### config.mk
export PLATFORM = sky130hd
export DESIGN_NAME = uart_tx_ctrl
export DESIGN_NICKNAME = d
export VERILOG_FILES = /design/src/rtl/uart_tx_ctrl.sv
export SDC_FILE = /design/constraint.sdc
export NUM_CORES = 1
export LEC_CHECK = 0
export CAP_MARGIN = 20
export CORE_ASPECT_RATIO = 1.1
export CORE_MARGIN = 2
export CORE_UTILIZATION = 40
export CTS_BUF_LIST = sky130_fd_sc_hd__clkbuf_4 sky130_fd_sc_hd__clkbuf_8 sky130_fd_sc_hd__clkbuf_16
export DETAILED_ROUTE_END_ITERATION = 10
export PLACE_DENSITY = 0.66
export SETUP_SLACK_MARGIN = 0.4
export SLEW_MARGIN = 0
export SYNTH_ARGS = -nofsm -noshare
export SYNTH_HDL_FRONTEND = slang
export SYNTH_SLANG_ARGS = --single-unit
### constraint.sdc
create_clock -name clk -period 3.1 [get_ports clk]
set_input_delay 0.31 -clock clk [delete_from_list [all_inputs] [get_ports clk]]
set_output_delay 0.31 -clock clk [all_outputs]
set_load 0.02 [all_outputs]
### src/rtl/uart_tx_ctrl.sv
// UART transmit controller: one-byte holding register in front of an 8N1 shifter.
// Bit timing comes from an external baud_tick, BIT_TICKS ticks per serial bit.
module uart_tx_ctrl #(
  parameter int BIT_TICKS = 16
) (
  input  logic       clk,
  input  logic       reset,
  input  logic       wr,
  input  logic [7:0] din,
  input  logic       baud_tick,
  input  logic       clr_ovr,
  output logic       tx,
  output logic       tx_rdy,
  output logic       busy,
  output logic       overrun
);

  // state  | meaning
  // IDLE   | line idle high, waiting for holding register to fill
  // START  | driving start bit (0)
  // DATA   | shifting out 8 data bits, LSB first
  // STOP   | driving stop bit (1)
  localparam logic [1:0] S_IDLE  = 2'd0;
  localparam logic [1:0] S_START = 2'd1;
  localparam logic [1:0] S_DATA  = 2'd2;
  localparam logic [1:0] S_STOP  = 2'd3;

  localparam int TW = (BIT_TICKS > 2) ? $clog2(BIT_TICKS) : 1;
  localparam logic [TW-1:0] TICK_LAST = TW'(BIT_TICKS - 1);

  logic [1:0]    state;
  logic [7:0]    hold;
  logic [7:0]    shift;
  logic [2:0]    bit_cnt;
  logic [TW-1:0] tick_cnt;
  logic          bit_end;

  assign bit_end = baud_tick && (tick_cnt == TICK_LAST);
  assign busy    = (state != S_IDLE);

  always_ff @(posedge clk or posedge reset) begin
    if (reset) begin
      state    <= S_IDLE;
      hold     <= 8'h00;
      shift    <= 8'h00;
      bit_cnt  <= 3'd0;
      tick_cnt <= '0;
      tx       <= 1'b1;
      tx_rdy   <= 1'b1;
      overrun  <= 1'b0;
    end else begin
      // a dropped write beats a simultaneous clear
      if (wr && !tx_rdy)
        overrun <= 1'b1;
      else if (clr_ovr)
        overrun <= 1'b0;

      case (state)
        S_IDLE: begin
          if (!tx_rdy) begin
            shift    <= hold;
            tx_rdy   <= 1'b1;
            tick_cnt <= '0;
            bit_cnt  <= 3'd0;
            tx       <= 1'b0;
            state    <= S_START;
          end
        end
        S_START: begin
          if (bit_end) begin
            tick_cnt <= '0;
            bit_cnt  <= 3'd0;
            tx       <= shift[0];
            state    <= S_DATA;
          end else if (baud_tick) begin
            tick_cnt <= tick_cnt + 1'b1;
          end
        end
        S_DATA: begin
          if (bit_end) begin
            tick_cnt <= '0;
            shift    <= shift >> 1;
            if (bit_cnt == 3'd7) begin
              tx    <= 1'b1;
              state <= S_STOP;
            end else begin
              bit_cnt <= bit_cnt + 3'd1;
              tx      <= shift[1];
            end
          end else if (baud_tick) begin
            tick_cnt <= tick_cnt + 1'b1;
          end
        end
        S_STOP: begin
          if (bit_end) begin
            tick_cnt <= '0;
            // back-to-back frame: reload straight into START, no idle gap
            if (!tx_rdy) begin
              shift   <= hold;
              tx_rdy  <= 1'b1;
              bit_cnt <= 3'd0;
              tx      <= 1'b0;
              state   <= S_START;
            end else begin
              state <= S_IDLE;
            end
          end else if (baud_tick) begin
            tick_cnt <= tick_cnt + 1'b1;
          end
        end
        default: begin
          tx    <= 1'b1;
          state <= S_IDLE;
        end
      endcase

      // acceptance and transfer are mutually exclusive (tx_rdy=1 vs tx_rdy=0)
      if (wr && tx_rdy) begin
        hold   <= din;
        tx_rdy <= 1'b0;
      end
    end
  end

endmodule
==> results of run 1 <==
area by class of cell:
cell class                      instances  area [µm²]  area share
Sequential cell                        28         703       0.411
Multi-Input combinational cell         94         693       0.405
Timing Repair Buffer                   17         188       0.110
Tap cell                               48        60.1      0.0351
Clock buffer                            4        36.3      0.0212
Inverter                                8        30.0      0.0176
critical path, cell delays in order, from the launching register on:
cell	delay, ns
dfrtp_1	0.43
inv_1	0.15
ha_1	0.55
inv_1	0.25
a221oi_4	0.67
nor2_1	0.12
a21oi_2	0.13
state kept, by name, indices dropped and copies added (netlist names):
signal and count:
hold 8, shift 8, tick_cnt 4, bit_cnt 3, state 2, overrun 1
tx 1, tx_rdy 1
where the power goes:
part           switching [mW]  internal [mW]  total (mW)  leakage [nW]
logic                   0.425          0.360       0.786         0.404
registers               0.118          0.531       0.650         0.333
clock network           0.107         0.0719       0.179        0.0210
total                   0.651          0.964        1.61         0.758
through the flow:
stage               hold slack (ns)  area [µm²]
floorplan                     0.374        1450
global placement              0.487        1650
detailed placement            0.484        1650
CTS                           0.522        1680
global route                  0.241        1710
finish                        0.228        1710
per-layer routing:
metal	GRT usage	part of all wire
met1	0.191	0.44
met3	0.0172	0.026
met2	0.286	0.53
met5	0	0
met4	0.0399	0.0090
cell usage after synthesis, types with 2 or more instances:
cell | number | area, µm²
o21a_1 | 2 | 15.0
dfrtp_1 | 26 | 651
ha_1 | 8 | 100
o21ai_0 | 12 | 60.1
inv_1 | 8 | 30.0
a32o_1 | 2 | 20.0
a21oi_2 | 2 | 17.5
mux2_2 | 9 | 101
dfstp_2 | 2 | 52.6
a21oi_1 | 9 | 45.0
nor2_1 | 14 | 52.6
nand3_1 | 5 | 25.0
nand2_1 | 8 | 30.0
mux2i_1 | 8 | 80.1
worst max path at each step:
stage                   from  endpoint  slack (ns)  cells after the start
floorplan           state[0]  shift[0]        1.44                      7
global placement    state[0]  shift[7]        0.89                      6
detailed placement  state[0]  shift[1]        0.80                      6
CTS                 state[0]  shift[1]        0.76                      6
global route        state[0]  shift[2]        0.50                      6
finish              state[0]  shift[0]        0.74                      6
logic make-up (layout without fill, tap and decap cells):
kind of cell,count (synthesis),after routing,synth area share
AOI/OAI and AO/OA,34,34,0.162
xor gates and xnor gates,1,1,0.00604
adders and majority gates,8,8,0.0690
buffers and inverters,11,29,0.0371
DFF,28,28,0.485
muxes,17,17,0.125
and+or+nand+nor,34,34,0.116
==> flow_metrics.py, run 1 <==
metrics = {
    "outcome": {
        "status": "finished, final reports clean",
    },
    "routing": {
        "drt_first_iter_violations": 37,
        "detail_route.wl_per_cell_um": 13.9,
        "ant_nets": 0,
        "drt_first_pass_iters": 4,
        "vias": 1033,
        "routed_via_density": 5.19,
        "wl_mm": 2.77,
        "drc": 0,
    },
    "power": {
        "vdd_ir_drop_max_mv": 0.529,
        "p_leak_nw": 0.758,
        "powerDensity_nw_per_um2": 944,
        "power_mw": 1.61,
    },
    "sta": {
        "setup_violations": 0,
        "slew_violations": 0,
        "tightest_slew_ns": 0.649,
        "finalHoldViolations": 0,
        "max_freq_mhz": 424,
        "finalWorstSetupSlack_ns": 0.740,
        "setup_tns_ns": 0,
        "fin_worst_skew_ns": 0.00276,
        "rsz0062_at_grt": "false",
        "fin_crit_sh": 0.761,
        "min_period_ns": 2.36,
        "relSlewSlack": 0.567,
    },
    "clock_network": {
        "clock_sinks": 28,
        "cts.hold.buffers_added": 0,
        "cts_resized": 0,
        "clk_latency_ns": 0.33,
        "cts_buffers": 3,
        "cts_tree": "yes",
        "post_cts_buffers": 0,
        "cts-htree-levels": 1,
        "cts_buffer_depth": 2,
        "clkTransAtPathRegs_ns": 0.15,
        "root_buffer": "clkbuf_4",
    },
    "synthesis": {
        "ys_ff_latch": 28,
        "synth.avg_cell_area_um2": 10.9,
        "synth_nets": 154,
        "synth_cells": 133,
        "seq_area_frac_synth": 0.485,
        "async_flop_share": 1.00,
        "yosys_warnings": 0,
        "syn_area_um2": 1450,
        "synth_ff_type": "dfrtp_1",
        "yosys.cell_types.count": 32,
        "synth-edff-count": 0,
    },
    "floorplanning": {
        "std_cell_rows": 22,
        "dieArea_um2": 4120,
        "initial_core_util": 0.425,
        "dieHeight_um": 67.2,
        "pin_count": 17,
        "core_area_um2": 3410,
        "fp.dieW_um": 61.4,
    },
    "setup_path": {
        "r2r-start": "state[0]",
        "endpoint_kind": "register",
        "rr_worst_depth": 6,
        "crit_type": "reg -> reg",
        "path_max_fanout": 16,
        "r2r_slack_ns": 0.74,
        "critPathLaunchType": "register",
        "required_ns": 3.37,
        "rr_endpoint": "shift[0]",
        "arrival_ns": 2.63,
    },
    "placement": {
        "place.gp.congestion": 0.723,
        "preCtsSetupSlack_ns": 0.801,
        "dp_cells": 194,
        "hpwl_mm": 2.07,
        "io_buffers": 16,
    },
    "run": {
        "timing.max_cap.violations": 0,
    },
    "global_routing": {
        "grt_pass1_vias": 1129,
        "grt_usage": 0.156,
        "antenna_found_initial": 0,
        "overflow": 0,
        "grt_start_max_net_pins": 29,
        "grt_pass1_wl_mm": 4.84,
    },
    "worst_hold_path": {
        "hold_path_class": "in -> async",
    },
    "layout": {
        "finalNonFillerCells": 199,
        "num-nets-final": 173,
        "utilization": 0.501,
        "area_delta_synth_final_pct": 17.9,
        "final_common_cell": "dfrtp_1",
        "drive_gt1_frac": 0.132,
        "antenna_cells": 0,
        "fillCellCount": 328,
        "mostFrequentLayoutCells": "26 x dfrtp_1, 16 x clkdlybuf4s50_1, 14 x nor2_1, 12 x o21ai_0",
    },
}
Note: power is estimated with default switching activity, not from simulation.
==> run 2: changes to the inputs <==
==> constraint.sdc (replaced) <==
create_clock -name clk -period 2.2 [get_ports clk]
set_input_delay 0.22 -clock clk [delete_from_list [all_inputs] [get_ports clk]]
set_output_delay 0.22 -clock clk [all_outputs]
set_load 0.02 [all_outputs]
==> run 2 against run 1 <==
  * Cell count up 2.0%
  * Clock-buffer cell count unchanged
  * Non-clock buffer count up 4
  * Clock power up 29%
  * Critical endpoint is now shift[2]
  * Largest power group unchanged
==> flow_metrics.py, run 2 (synthesis results as in run 1) <==
metrics = {
    "clock_network": {
        "clk_latency_ns": 0.33,
        "cts-htree-levels": 1,
        "cts.hold.buffers_added": 0,
        "cts_tree": "yes",
        "clock_sinks": 28,
        "cts_buffer_depth": 2,
        "cts_buffers": 3,
        "root_buffer": "clkbuf_4",
        "clkTransAtPathRegs_ns": 0.16,
    },
    "routing": {
        "wl_met1_mm": 1.15,
        "route.met3.wl_um": 89,
        "detail_route.wl_per_cell_um": 13.7,
        "wl_mm": 2.78,
        "ant_nets": 0,
        "drt_first_iter_violations": 54,
        "vias": 1034,
        "routed.top_layer": "met4",
        "routed_via_density": 5.09,
        "drt_first_pass_iters": 4,
        "wl_met2_mm": 1.52,
        "drc": 0,
    },
    "setup_path": {
        "arrival_ns": 1.94,
        "required_ns": 2.45,
        "crit_path_max_incr_delay_ns": 0.41,
        "critPathTopFamily": "flip-flops",
        "crit_buf_inv": 2,
        "crit_chain": "buf_4, ha_4, or2_4, a221oi_4, buf_6, nor2_1, a21oi_1",
        "slowest_stage": "dfrtp_1",
        "critPathLaunchType": "register",
        "crit_type": "reg -> reg",
        "path_max_fanout": 8,
        "endpoint_kind": "register",
    },
    "layout": {
        "utilization": 0.510,
        "num-nets-final": 177,
        "drive_gt1_frac": 0.194,
        "final_cell_area_um2": 1740,
        "antenna_cells": 0,
        "mostFrequentLayoutCells": "26 x dfrtp_1, 14 x nor2_1, 14 x clkdlybuf4s50_1, 12 x o21ai_0",
        "final_common_cell": "dfrtp_1",
        "fillCellCount": 340,
        "area_delta_synth_final_pct": 20.0,
        "reg_top3": "hold (8), shift (8), tick_cnt (4)",
    },
    "floorplanning": {
        "core_area_um2": 3410,
        "dieHeight_um": 67.2,
        "dieArea_um2": 4120,
        "std_cell_rows": 22,
        "pin_count": 17,
        "initial_core_util": 0.425,
        "fp.dieW_um": 61.4,
    },
    "sta": {
        "finalHoldViolations": 0,
        "tightest_slew_ns": 0.440,
        "fin_worst_skew_ns": 0.0163,
        "fin_crit_sh": 0.771,
        "setup_tns_ns": 0,
        "relSlewSlack": 0.706,
        "holdWs_ns": 0.224,
        "min_period_ns": 1.70,
        "setup_violations": 0,
        "slew_violations": 0,
        "rsz0062_at_grt": "false",
        "max_freq_mhz": 590,
    },
    "global_routing": {
        "grt_pass1_wl_mm": 4.73,
        "grt_usage": 0.153,
        "grt_start_max_net_pins": 29,
        "grt_pass1_vias": 1105,
        "overflow": 0,
        "antenna_found_initial": 0,
    },
    "placement": {
        "place.gp.congestion": 0.744,
        "placed_cell_area_um2": 1670,
        "io_buffers": 16,
        "hpwl_mm": 2.06,
    },
    "power": {
        "vdd_ir_drop_max_mv": 0.695,
        "p_leak_nw": 0.767,
        "powerDensity_nw_per_um2": 1360,
    },
    "outcome": {
        "status": "finished, final reports clean",
    },
    "worst_hold_path": {
        "hold_path_class": "in -> async",
    },
    "run": {
        "timing.max_cap.violations": 0,
    },
}
-- run 2: through the flow --
step | setup slack (ns) | cells | total power, mW
floorplan | 0.541 | 133 | 1.76
global placement | 0.295 | 197 | 2.00
detailed placement | 0.196 | 197 | 2.06
CTS | 0.409 | 202 | 2.33
global route | 0.394 | 203 | 2.57
finish | 0.505 | 203 | 2.37
-- run 2: repair_timing --
item / 4_1_cts / 5_1_grt
resized for setup: 5 / 7
pin swaps: 0 / 1
setup buffers: 1 / 0
endpoints found under the setup margin: 11 / 10
gates cloned: 0 / 1
-- run 2: routing by layer --
metal,up-vias,GRT usage
met4,0,0.0372
met5,-,0
met2,14,0.285
met3,2,0.0211
met1,503,0.181
li1,515,-
-- run 2: tightest hold or removal path, delay by kind of cell --
kind	cells	cell delay [ns]
buffers and inverters	3	0.76
-- run 2: final timing paths --
kind / end / slack [ns] / cells past startpoint / start
max: shift[2] / 0.50 / 7 / state[1]
min: tick_cnt[0] / 0.22 / 3 / reset
max reg2reg: shift[2] / 0.50 / 7 / state[1]
min reg2reg: overrun / 0.52 / 1 / overrun
max in group asynchronous: tx_rdy / 1.65 / 3 / reset
min in group clk: hold[4] / 0.49 / 2 / din[4]
-- run 2: power breakdown --
part / leakage, nW / switching [mW] / internal (mW)
Sequential: 0.333 / 0.156 / 0.748
Clock: 0.0184 / 0.148 / 0.0831
Combinational: 0.415 / 0.644 / 0.586
Total: 0.767 / 0.948 / 1.42
-- run 2: cell type report --
class	instances	area, µm²	area share
clock buffer	4	30.0	0.0173
multi-input combinational	94	718	0.413
sequential	28	703	0.404
tap	48	60.1	0.0345
inverter	8	30.0	0.0173
timing repair buffer	21	199	0.114
==> run 3: changes to the inputs <==
==> constraint.sdc (replaced) <==
create_clock -name clk -period 1.6 [get_ports clk]
set_input_delay 0.16 -clock clk [delete_from_list [all_inputs] [get_ports clk]]
set_output_delay 0.16 -clock clk [all_outputs]
set_load 0.02 [all_outputs]
==> run 3 against run 2 <==
  * Non-clock buffer count up 28
  * Register-to-register slack worse by 0.61 ns
  * Setup slack worse by 0.61 ns
  * Critical path type unchanged
  * Fmax down 0.42%
  * Die area unchanged
  * Largest cell class unchanged
  * The run now ends with negative setup slack left
  * Sequential power up 42%
  * Highest routed layer unchanged
  * Critical path depth unchanged
  * Routed wire length up 29%
  * Critical endpoint is now shift[6]
  * Flip-flop and latch count unchanged
==> flow_metrics.py, run 3 (synthesis results as in run 1) <==
metrics = {
    "outcome": {
        "status": "finished, violations left",
        "failed_checks": "negative setup slack",
    },
    "placement": {
        "place.gp.congestion": 0.736,
        "placed_cell_area_um2": 1820,
        "preCtsSetupSlack_ns": -0.0837,
        "io_buffers": 16,
        "hpwl_mm": 2.28,
    },
    "sta": {
        "slew_violations": 0,
        "finalHoldViolations": 0,
        "min_period_ns": 1.70,
        "tightest_slew_ns": 0.373,
        "fin_crit_sh": 1.06,
        "setup_tns_ns": -0.738,
        "rsz0062_at_grt": "true",
        "max_freq_mhz": 587,
        "setup_violations": 9,
        "finalWorstSetupSlack_ns": -0.103,
        "fin_worst_skew_ns": 0.00279,
        "holdWs_ns": 0.177,
        "relSlewSlack": 0.751,
    },
    "global_routing": {
        "grt_pass1_wl_mm": 5.75,
        "grtUsageMet3": 0.0230,
        "grt_pass1_vias": 1277,
        "overflow": 0,
        "grt.busiest_layer": "met2",
        "use_met2": 0.368,
        "grt_usage": 0.189,
        "grt_start_max_net_pins": 29,
        "grtUsageMet1": 0.202,
        "antenna_found_initial": 0,
    },
    "clock_network": {
        "cts_tree": "yes",
        "clk_latency_ns": 0.33,
        "clkTransAtPathRegs_ns": 0.15,
        "root_buffer": "clkbuf_4",
        "cts_buffers": 3,
        "clock_sinks": 28,
        "cts.hold.buffers_added": 0,
        "cts_buffer_depth": 2,
        "cts-htree-levels": 1,
    },
    "setup_path": {
        "arrival_ns": 1.98,
        "crit_buf_inv": 2,
        "crit_path_max_incr_delay_ns": 0.44,
        "endpoint_kind": "register",
        "required_ns": 1.88,
        "critPathLaunchType": "register",
        "slowest_stage": "dfrtp_1",
        "crit_type": "reg -> reg",
        "path_max_fanout": 8,
        "cpMostUsedCell": "buf_6",
        "crit_chain": "buf_6, ha_4, or2_4, a221oi_4, buf_6, nor2_1, a21oi_2",
        "critPathTopFamily": "flip-flops",
    },
    "floorplanning": {
        "pin_count": 17,
        "dieArea_um2": 4120,
        "dieHeight_um": 67.2,
        "fp.dieW_um": 61.4,
        "core_area_um2": 3410,
        "initial_core_util": 0.425,
        "std_cell_rows": 22,
    },
    "routing": {
        "routed_via_density": 5.27,
        "ant_nets": 0,
        "drt_first_iter_violations": 34,
        "wl_mm": 3.58,
        "drt_first_pass_iters": 4,
        "drc": 0,
        "vias": 1217,
        "detail_route.wl_per_cell_um": 15.5,
    },
    "layout": {
        "final_common_cell": "dfrtp_1",
        "mostFrequentLayoutCells": "26 x dfrtp_1, 23 x buf_4, 13 x buf_6, 12 x clkdlybuf4s50_1",
        "drive_gt1_frac": 0.536,
        "antenna_cells": 0,
        "num-nets-final": 205,
        "area_delta_synth_final_pct": 53.3,
        "final_cell_area_um2": 2220,
        "reg_top3": "hold (8), shift (8), tick_cnt (4)",
        "fillCellCount": 286,
    },
    "power": {
        "p_leak_nw": 0.978,
        "powerDensity_nw_per_um2": 2000,
        "vdd_ir_drop_max_mv": 0.932,
    },
    "run": {
        "timing.max_cap.violations": 0,
    },
    "worst_hold_path": {
        "hold_path_class": "in -> async",
    },
}
-- run 3: worst register-to-register path: cells and delay by family, from the launching register on --
kind                       cells  cell delay (ns)
buffers and inverters          2             0.33
and+or+nand+nor                2             0.32
AOI/OAI and AO/OA              2             0.37
adders and majority gates      1             0.17
DFF                            1             0.44
-- run 3: final cells by class --
type / count / area (µm²) / share of cell area
multi-input cells: 94 / 942 / 0.424
well taps: 48 / 60.1 / 0.0270
clock buffers: 4 / 36.3 / 0.0163
flip-flops and latches: 28 / 703 / 0.316
inverters: 8 / 37.5 / 0.0169
repair buffers: 49 / 444 / 0.200
-- run 3: report_power, final --
group | total (mW) | internal, mW | switching (mW)
Clock | 0.356 | 0.140 | 0.216
Sequential | 1.28 | 1.03 | 0.249
Combinational | 2.81 | 1.50 | 1.31
-- run 3: metrics by stage --
step                      std cells   util  power [mW]
after detailed placement        213  0.534        3.17
final                           231  0.651        4.45
after global placement          213  0.534        3.07
after floorplan                 133      -        2.51
after CTS                       227  0.606        3.97
after global routing            231  0.651        4.73
-- run 3: layer usage --
| metal | wire length, µm | vias to the layer above |
|---|---|---|
| li1 | - | 569 |
| met1 | 1350 | 622 |
| met2 | 2110 | 19 |
| met3 | 67 | 7 |
| met4 | 57 | 0 |
| met5 | 0 | - |
-- run 3: worst paths after layout --
path | startpoint | end | slack [ns] | depth (start not counted)
worst max-delay path | state[0] | shift[6] | -0.10 | 7
worst min-delay path | reset | tick_cnt[1] | 0.18 | 3
worst max register to register | state[0] | shift[6] | -0.10 | 7
worst min register to register | overrun | overrun | 0.52 | 1
max in group asynchronous | reset | tx_rdy | 1.11 | 3
min in group clk | clr_ovr | overrun | 0.41 | 3
-- run 3: timing repair --
item,CTS,global route
setup buffers,10,4
setup endpoints to repair,23,24
cloned,0,0
resized for setup,55,41
pin swaps,8,8
